`src/rtl/fht_load_sched_if.sv`:
```
// fht_load_sched_if: sample stream, bank write/read ports, core handshake and result stream of the FHT load scheduler
interface fht_load_sched_if #(
  parameter int A_BIT = 8,
  parameter int D_BIT = 16
);
  logic [D_BIT-1:0] data;
  logic             valid;
  logic             ready;
  logic [3:0]       we;
  logic [A_BIT-1:0] wr_addr;
  logic [D_BIT-1:0] wr_data;
  logic             fht_start;
  logic             fht_rdy;
  logic             rd_en;
  logic [A_BIT-1:0] rd_addr;
  logic [D_BIT-1:0] rd_data_0;
  logic [D_BIT-1:0] rd_data_1;
  logic [D_BIT-1:0] rd_data_2;
  logic [D_BIT-1:0] rd_data_3;
  logic [D_BIT-1:0] out_data;
  logic             out_valid;
  logic             out_last;
  logic             busy;
  logic             err;
  modport master (
    output data, valid, fht_rdy, rd_data_0, rd_data_1, rd_data_2, rd_data_3,
    input  ready, we, wr_addr, wr_data, fht_start, rd_en, rd_addr,
           out_data, out_valid, out_last, busy, err
  );
  modport slave (
    input  data, valid, fht_rdy, rd_data_0, rd_data_1, rd_data_2, rd_data_3,
    output ready, we, wr_addr, wr_data, fht_start, rd_en, rd_addr,
           out_data, out_valid, out_last, busy, err
  );
endinterface

```
`src/rtl/fht_load_sched.sv`:
```
// fht_load_sched: loads a frame bit-reversed into four banks, starts the FHT core, then streams results in natural order
module fht_load_sched #(
  parameter int A_BIT = 8,
  parameter int D_BIT = 16,
  parameter int TMO   = 15
) (
  input logic              clk,
  input logic              rst,
  fht_load_sched_if.slave  bus
);
  localparam int N_BIT = A_BIT + 2;
  localparam int T_BIT = $clog2(TMO + 1);
  typedef enum logic [2:0] {LOAD, START, WAIT_BUSY, WAIT_DONE, UNLOAD, FLUSH} state_t;
  state_t           state;
  logic [N_BIT-1:0] n;
  logic [N_BIT-1:0] rev;
  logic [N_BIT-1:0] k;
  logic [T_BIT-1:0] tmo;
  logic [1:0]       sel_d;
  logic             en_d;
  logic             last_d;
  logic [D_BIT-1:0] rd_mux;
  logic             acc;
  for (genvar i = 0; i < N_BIT; i++) begin : g_rev
    assign rev[i] = n[N_BIT-1-i];
  end
  assign acc         = bus.valid && bus.ready;
  assign bus.rd_en   = state == UNLOAD;
  assign bus.rd_addr = k[N_BIT-1:2];
  assign rd_mux = sel_d == 2'd0 ? bus.rd_data_0 :
                  sel_d == 2'd1 ? bus.rd_data_1 :
                  sel_d == 2'd2 ? bus.rd_data_2 : bus.rd_data_3;
  always_ff @(posedge clk) begin
    if (rst) begin
      state         <= LOAD;
      n             <= '0;
      k             <= '0;
      tmo           <= '0;
      sel_d         <= '0;
      en_d          <= 1'b0;
      last_d        <= 1'b0;
      bus.ready     <= 1'b0;
      bus.busy      <= 1'b0;
      bus.we        <= '0;
      bus.wr_addr   <= '0;
      bus.wr_data   <= '0;
      bus.fht_start <= 1'b0;
      bus.err       <= 1'b0;
      bus.out_valid <= 1'b0;
      bus.out_last  <= 1'b0;
      bus.out_data  <= '0;
    end else begin
      bus.we        <= '0;
      bus.fht_start <= 1'b0;
      bus.err       <= 1'b0;
      // two-stage read pipeline: bank RAM latency, then output register
      en_d          <= state == UNLOAD;
      sel_d         <= k[1:0];
      last_d        <= state == UNLOAD && k == '1;
      bus.out_valid <= en_d;
      bus.out_last  <= last_d;
      bus.out_data  <= en_d ? rd_mux : '0;
      case (state)
        LOAD: begin
          bus.ready <= !(acc && n == '1);
          bus.busy  <= acc && n == '1;
          if (acc) begin
            bus.we      <= 4'b0001 << rev[1:0];
            bus.wr_addr <= rev[N_BIT-1:2];
            bus.wr_data <= bus.data;
            n           <= n + 1'b1;
            state       <= n == '1 ? START : LOAD;
          end
        end
        START: begin
          bus.fht_start <= 1'b1;
          tmo           <= '0;
          state         <= WAIT_BUSY;
        end
        WAIT_BUSY: begin
          if (!bus.fht_rdy) state <= WAIT_DONE;
          else if (tmo == T_BIT'(TMO - 1)) begin
            bus.err   <= 1'b1;
            bus.ready <= 1'b1;
            bus.busy  <= 1'b0;
            state     <= LOAD;
          end else tmo <= tmo + 1'b1;
        end
        WAIT_DONE: begin
          if (bus.fht_rdy) begin
            k     <= '0;
            state <= UNLOAD;
          end
        end
        UNLOAD: begin
          k     <= k + 1'b1;
          state <= k == '1 ? FLUSH : UNLOAD;
        end
        FLUSH: begin
          if (bus.out_last) begin
            bus.ready <= 1'b1;
            bus.busy  <= 1'b0;
            state     <= LOAD;
          end
        end
        default: state <= LOAD;
      endcase
    end
  end
endmodule

```
`src/flat_wrapper.sv`:
```
// flat-port wrapper written by rule: the top's interface ports become plain ports
module fht_load_sched_flat 
#(
  parameter int A_BIT = 8,
  parameter int D_BIT = 16,
  parameter int TMO   = 15
)
  (clk, rst, bus_data, bus_valid, bus_fht_rdy, bus_rd_data_0, bus_rd_data_1, bus_rd_data_2, bus_rd_data_3, bus_ready, bus_we, bus_wr_addr, bus_wr_data, bus_fht_start, bus_rd_en, bus_rd_addr, bus_out_data, bus_out_valid, bus_out_last, bus_busy, bus_err);
  fht_load_sched_if #(.A_BIT(A_BIT), .D_BIT(D_BIT)) bus_i ();
  input logic clk;
  input logic rst;
  input wire logic [$bits(bus_i.data)-1:0] bus_data;
  input wire logic [$bits(bus_i.valid)-1:0] bus_valid;
  input wire logic [$bits(bus_i.fht_rdy)-1:0] bus_fht_rdy;
  input wire logic [$bits(bus_i.rd_data_0)-1:0] bus_rd_data_0;
  input wire logic [$bits(bus_i.rd_data_1)-1:0] bus_rd_data_1;
  input wire logic [$bits(bus_i.rd_data_2)-1:0] bus_rd_data_2;
  input wire logic [$bits(bus_i.rd_data_3)-1:0] bus_rd_data_3;
  output wire logic [$bits(bus_i.ready)-1:0] bus_ready;
  output wire logic [$bits(bus_i.we)-1:0] bus_we;
  output wire logic [$bits(bus_i.wr_addr)-1:0] bus_wr_addr;
  output wire logic [$bits(bus_i.wr_data)-1:0] bus_wr_data;
  output wire logic [$bits(bus_i.fht_start)-1:0] bus_fht_start;
  output wire logic [$bits(bus_i.rd_en)-1:0] bus_rd_en;
  output wire logic [$bits(bus_i.rd_addr)-1:0] bus_rd_addr;
  output wire logic [$bits(bus_i.out_data)-1:0] bus_out_data;
  output wire logic [$bits(bus_i.out_valid)-1:0] bus_out_valid;
  output wire logic [$bits(bus_i.out_last)-1:0] bus_out_last;
  output wire logic [$bits(bus_i.busy)-1:0] bus_busy;
  output wire logic [$bits(bus_i.err)-1:0] bus_err;
  assign bus_i.data = bus_data;
  assign bus_i.valid = bus_valid;
  assign bus_i.fht_rdy = bus_fht_rdy;
  assign bus_i.rd_data_0 = bus_rd_data_0;
  assign bus_i.rd_data_1 = bus_rd_data_1;
  assign bus_i.rd_data_2 = bus_rd_data_2;
  assign bus_i.rd_data_3 = bus_rd_data_3;
  assign bus_ready = bus_i.ready;
  assign bus_we = bus_i.we;
  assign bus_wr_addr = bus_i.wr_addr;
  assign bus_wr_data = bus_i.wr_data;
  assign bus_fht_start = bus_i.fht_start;
  assign bus_rd_en = bus_i.rd_en;
  assign bus_rd_addr = bus_i.rd_addr;
  assign bus_out_data = bus_i.out_data;
  assign bus_out_valid = bus_i.out_valid;
  assign bus_out_last = bus_i.out_last;
  assign bus_busy = bus_i.busy;
  assign bus_err = bus_i.err;
  fht_load_sched #(.A_BIT(A_BIT), .D_BIT(D_BIT), .TMO(TMO)) u_core (.clk(clk), .rst(rst), .bus(bus_i));
endmodule
```
`config.mk`:
```
export PLATFORM = sky130hd
export DESIGN_NAME = fht_load_sched_flat
export DESIGN_NICKNAME = d
export VERILOG_FILES = /design/src/rtl/fht_load_sched_if.sv /design/src/rtl/fht_load_sched.sv /design/src/flat_wrapper.sv
export SDC_FILE = /design/constraint.sdc
export NUM_CORES = 1
export LEC_CHECK = 0
export ABC_CLOCK_PERIOD_IN_PS = 2860
export BUFFER_PORTS_ARGS = -buffer_cell sky130_fd_sc_hd__buf_2
export CELL_PAD_IN_SITES_DETAIL_PLACEMENT = 1
export CELL_PAD_IN_SITES_GLOBAL_PLACEMENT = 1
export CORE_MARGIN = 2
export CORE_UTILIZATION = 38
export DETAILED_ROUTE_END_ITERATION = 8
export PLACE_DENSITY = 0.81
export SYNTH_ARGS = -nofsm -noshare
export SYNTH_HDL_FRONTEND = slang
export SYNTH_SLANG_ARGS = --single-unit
```
`constraint.sdc`:
```
create_clock -name clk -period 2.86 [get_ports clk]
set_clock_uncertainty 0.1 [all_clocks]
set_input_delay 0.286 -clock clk [delete_from_list [all_inputs] [get_ports clk]]
set_output_delay 0.286 -clock clk [all_outputs]
set_load 0.1 [all_outputs]
```
# ---- After elaboration in Yosys (flattened, before gate mapping)
# Cells that the tools add are included.
dict set report op_classes {
  add_sub_neg 3
  eq_ne 17
  shifts 1
  muxes 26
  bitwise 5
  reduce_logical 17
}
# op n
set ops {}
lappend ops {{$mux 16} 3}
lappend ops {{$add 10x1->10 const B} 2}
lappend ops {{$eq 10x10->1 const B} 2}
lappend ops {{$pmux 10 s2} 1}
lappend ops {{$pmux 3 s6} 1}
lappend ops {{$mux 3} 5}
lappend ops {{$mux 1} 10}
lappend ops {{$mux 10} 1}
lappend ops {{$mux 4} 2}
lappend ops {{$pmux 4 s2} 1}
lappend ops {{$reduce_and 4->1} 2}
lappend ops {{$eq 3x2->1 const B} 2}
lappend ops {{$eq 3x3->1 const B} 2}
lappend ops {{$ne 2x1->1 const B} 3}
lappend ops {{$ne 2x2->1 const B} 3}
lappend ops {{$pmux 1 s3} 2}
lappend ops {{$reduce_or 3->1} 2}
lappend ops {{$not 1->1} 5}
lappend ops {{$add 4x1->4 const B} 1}
lappend ops {{$eq 4x4->1 const B} 1}
lappend ops {{$reduce_and 2->1} 2}
lappend ops {{$reduce_bool 2->1} 2}
lappend ops {{$shl 1x2->4 const A} 1}
lappend ops {{$eq 3x1->1 const B} 1}
lappend ops {{other kinds (10)} 12}
dict set report totals {
  register_bits 81
  inputBits 84
  out_inout_bits 59
}

# ---- Longest topological paths before layout
dict set report logic_depth {
  depth_word 4
  mapped_depth 7
  depth_no_buf 6
}

# ---- Worst setup path before layout
# OpenSTA, ideal clock, no wires.
dict set report synth_timing {
  path_kind {register -> register}
  from {reg u_core.bus.ready}
  to {reg u_core.n[9]}
  setup_ns 0.121
  arrival_time_ns 2.110
  path_slack_ns 0.530
  path_stages_with_launch 5
  n_path_buf 0
  synth_period_minus_slack_ns 2.330
  cell_sequence {dfxtp_1 > nand2_1 > nor3_4 > nand3_1 > mux2_2}
}
dict set report synth_via {
  elab_chain_len 2
}
# element line_no
set synth_rtl {}
lappend synth_rtl {{start, declared} fht_load_sched_if.sv:32} ;# output ready, we, wr_addr, wr_data, fht_start, rd_en, rd_addr,
lappend synth_rtl {{start signal, assigned} fht_load_sched.sv:65} ;# bus.ready <= !(acc && n == '1);
lappend synth_rtl {{$logic_and 1x1->1} fht_load_sched.sv:27} ;# assign acc = bus.valid && bus.ready;
lappend synth_rtl {{$reduce_and 2->1 (no source line)} -}
lappend synth_rtl {{end signal, assigned} fht_load_sched.sv:71} ;# n <= n + 1'b1;
lappend synth_rtl {{end, declared} fht_load_sched.sv:15} ;# logic [N_BIT-1:0] n;
# No other way between the ends.
# A chain may end at the register's enable or synchronous reset.

# ---- Final worst setup path
dict set report layout_timing {
  from {reg u_core.state[2]}
  to {out bus_rd_en}
}
dict set report layout_via {
  elab_chain_len 1
}
# element line_no
set layout_rtl {}
lappend layout_rtl {{start, declared} fht_load_sched.sv:14} ;# state_t state;
lappend layout_rtl {{start signal, assigned} fht_load_sched.sv:72} ;# state <= n == '1 ? START : LOAD;
lappend layout_rtl {{start signal, assigned} fht_load_sched.sv:97} ;# state <= k == '1 ? FLUSH : UNLOAD;
lappend layout_rtl {{$eq 3x3->1} fht_load_sched.sv:28} ;# assign bus.rd_en = state == UNLOAD;
lappend layout_rtl {{end, declared} flat_wrapper.sv:24} ;# output wire logic [$bits(bus_i.rd_en)-1:0] bus_rd_en;
# No other way between the ends.

==> results.sh <==
export IMPL_synthArstFlopShare=0
export IMPL_power_density_mw_per_mm2=490
export IMPL_wl_per_cell_um=15.7
export IMPL_vias=3301
export IMPL_cts_root_buf="clkbuf_8"
export IMPL_synth_edf_count=0
export IMPL_ctsHoldBuffers=0
export IMPL_syn_num_nets=472
export IMPL_ys_warn_count=0
export IMPL_hold_viol_final=0
export IMPL_crit_required_ns=2.47
export IMPL_dpl_cell_area_mm2=0.00428
export IMPL_fp_dieW_um=101
export IMPL_cts_inserted_buffers=9
export IMPL_slew_violations=0
export IMPL_area_delta_synth_final_pct=25.1
export IMPL_cap_violations=0
export IMPL_overflow=0
export IMPL_worstPathArrival_ns=2.21
export IMPL_cts_clk_slew_worst_paths_ns=0.09
export IMPL_dieArea_mm2=0.0102
export IMPL_hold_path_class="in2reg"
export IMPL_routabilityCongestion=0.792
export IMPL_start_kind="flop"
export IMPL_fmax_ghz=0.385
export IMPL_rows=35
export IMPL_crit_path_end_kind="primary output"
export IMPL_synth_flop_cell="dfxtp_1"
export IMPL_track_usage=0.188
export IMPL_diodes=0
export IMPL_synthCells=384
export IMPL_setup_violations_final=0
export IMPL_multi_input_area_mm2=0.00175
export IMPL_ant_nets=0
export IMPL_final_seq_area_mm2=0.00162
export IMPL_antenna_found_initial=0
export IMPL_relSlewSlack=0.521
export IMPL_most_common_layout_cells="buf_2 (142), dfxtp_1 (81), nand2_1 (63)"
export IMPL_drt_pass1_iter_count=4
export IMPL_tightest_slew_ns=0.717
export IMPL_ys_types=44
export IMPL_wirelength_um=9770
export IMPL_boundaryPins=143
export IMPL_htreeDepth=3
export IMPL_die_height_um=101
export IMPL_core_mm2=0.00920
export IMPL_drc=0
export IMPL_synth_ff_latch_count=81
export IMPL_cts_sinks=81
export IMPL_final_common_cell="buf_2"
export IMPL_cts_setup_buffers=0
export IMPL_crit_fanout=17
export IMPL_cts_tree="done"
export IMPL_cts_buffer_depth=2
export IMPL_worstSkewPairLatency_ns=0.37
export IMPL_final_period_utilization=0.908
export IMPL_leakage_nw=1.87
export IMPL_finalInstanceArea_mm2=0.00447
export IMPL_tns_ns=0
export IMPL_cts_resized=0
export IMPL_ys_seq_area_frac=0.454
export IMPL_synthesis_area_mm2=0.00357
export IMPL_crit_type="reg2out"
export IMPL_final_fill_count=1120
export IMPL_grt_pass1_wl_um=15200
export IMPL_hpwlAfterDp_um=7170
export IMPL_rsz0062_at_grt="false"
export IMPL_drive_gt1_frac=0.363
export IMPL_layout_nets=596
export IMPL_post_route_util=0.486
export IMPL_grt_max_degree=33
export IMPL_vias_per_cell=5.29
export IMPL_fin_crit_ns=2.60
export IMPL_portBuffers=142
export IMPL_drtIter0Drc=126
export IMPL_start_util=0.388
export IMPL_grt_pass1_vias=3208
export IMPL_synth_avg_cell_area_um2=9.30
export IMPL_outcome="finished clean"
export IMPL_vdd_drop_max_v=0.000259
-- path summary, 6_finish.rpt --
kind                            endpoint  cells past startpoint  slack, ns            start
setup reg to reg  u_core.bus.wr_data[12]                      4       0.68  u_core.state[0]
setup / recovery               bus_rd_en                      3       0.26  u_core.state[2]
hold / removal    u_core.bus.wr_data[15]                      3       0.05     bus_data[15]
hold reg to reg      u_core.bus.out_last                      1       0.35    u_core.last_d
-- power breakdown --
group          switching, mW  leakage (nW)  internal, mW
Combinational          0.156          1.13        0.0802
Sequential           0.00786         0.655          1.14
Clock                  0.457        0.0895         0.348
Total                  0.622          1.87          1.57
-- layer usage --
| metal | global-route usage | up-vias | share of wire |
|---|---|---|---|
| li1 | - | 1589 | - |
| met1 | 0.215 | 1571 | 0.42 |
| met2 | 0.338 | 130 | 0.49 |
| met3 | 0.0479 | 11 | 0.072 |
| met4 | 0.0665 | 0 | 0.015 |
| met5 | 0 | - | 0 |
-- worst max-delay path, stage by stage (launching register included) --
cell and delay (ns):
dfxtp_1 0.64, or3b_1 0.55, clkinv_1 0.21, buf_2 0.45
-- area by class of cell --
cell class / instances / area share
clock inverters: 6 / 0.0112
clock buffers: 10 / 0.0308
multi-input cells: 263 / 0.392
inverters: 7 / 0.00588
repair buffers: 146 / 0.166
well taps: 111 / 0.0311
flip-flops and latches: 81 / 0.363
-- state kept, by name (all words and copies together), names as in the netlist, 2 cells and up --
| signal | count |
|---|---|
| u_core.bus.wr_addr | 8 |
| u_core.bus.we | 4 |
| u_core.bus.out_data | 16 |
| u_core.sel_d | 2 |
| u_core.bus.wr_data | 16 |
| u_core.n | 10 |
| u_core.state | 3 |
| u_core.k | 10 |
| u_core.tmo | 4 |
-- cell families after synthesis --
family | count (synthesis) | synth area share
AO/OA/AOI/OAI | 64 | 0.102
XOR/XNOR | 7 | 0.0172
adder cells (fa/ha/maj) | 4 | 0.0140
buffers and inverters | 40 | 0.0550
flip-flops | 81 | 0.454
multiplexers | 20 | 0.113
AND/OR/NAND/NOR | 168 | 0.245
-- through the flow --
step,setup slack [ns],total power [mW],cells,hold WS [ns]
global route,0.0968,2.28,624,0.0474
global placement,0.716,1.41,608,0.318
floorplan,0.530,1.33,384,0.314
finish,0.263,2.19,624,0.0530
CTS,0.255,2.23,624,0.0369
detailed placement,0.643,1.41,608,0.343
-- cells in the mapped netlist, types with 3 or more instances --
library cell	count	share of area
a21oi_1	38	0.053
a31oi_1	6	0.011
and3_1	6	0.011
buf_2	7	0.0098
buf_4	8	0.017
clkbuf_1	17	0.018
dfxtp_1	81	0.45
ha_1	4	0.014
inv_1	6	0.0063
mux4_2	16	0.10
nand2_1	63	0.066
nand3_1	15	0.021
nand3b_1	4	0.0084
nand4_1	3	0.0053
nor2_1	20	0.021
nor2b_1	22	0.039
nor3_1	7	0.0098
nor4_1	5	0.0088
nor4_2	3	0.011
nor4b_1	4	0.0098
o21ai_0	8	0.011
or3_1	4	0.0070
xnor2_1	7	0.017
Note: power is estimated with default switching activity, not from simulation.
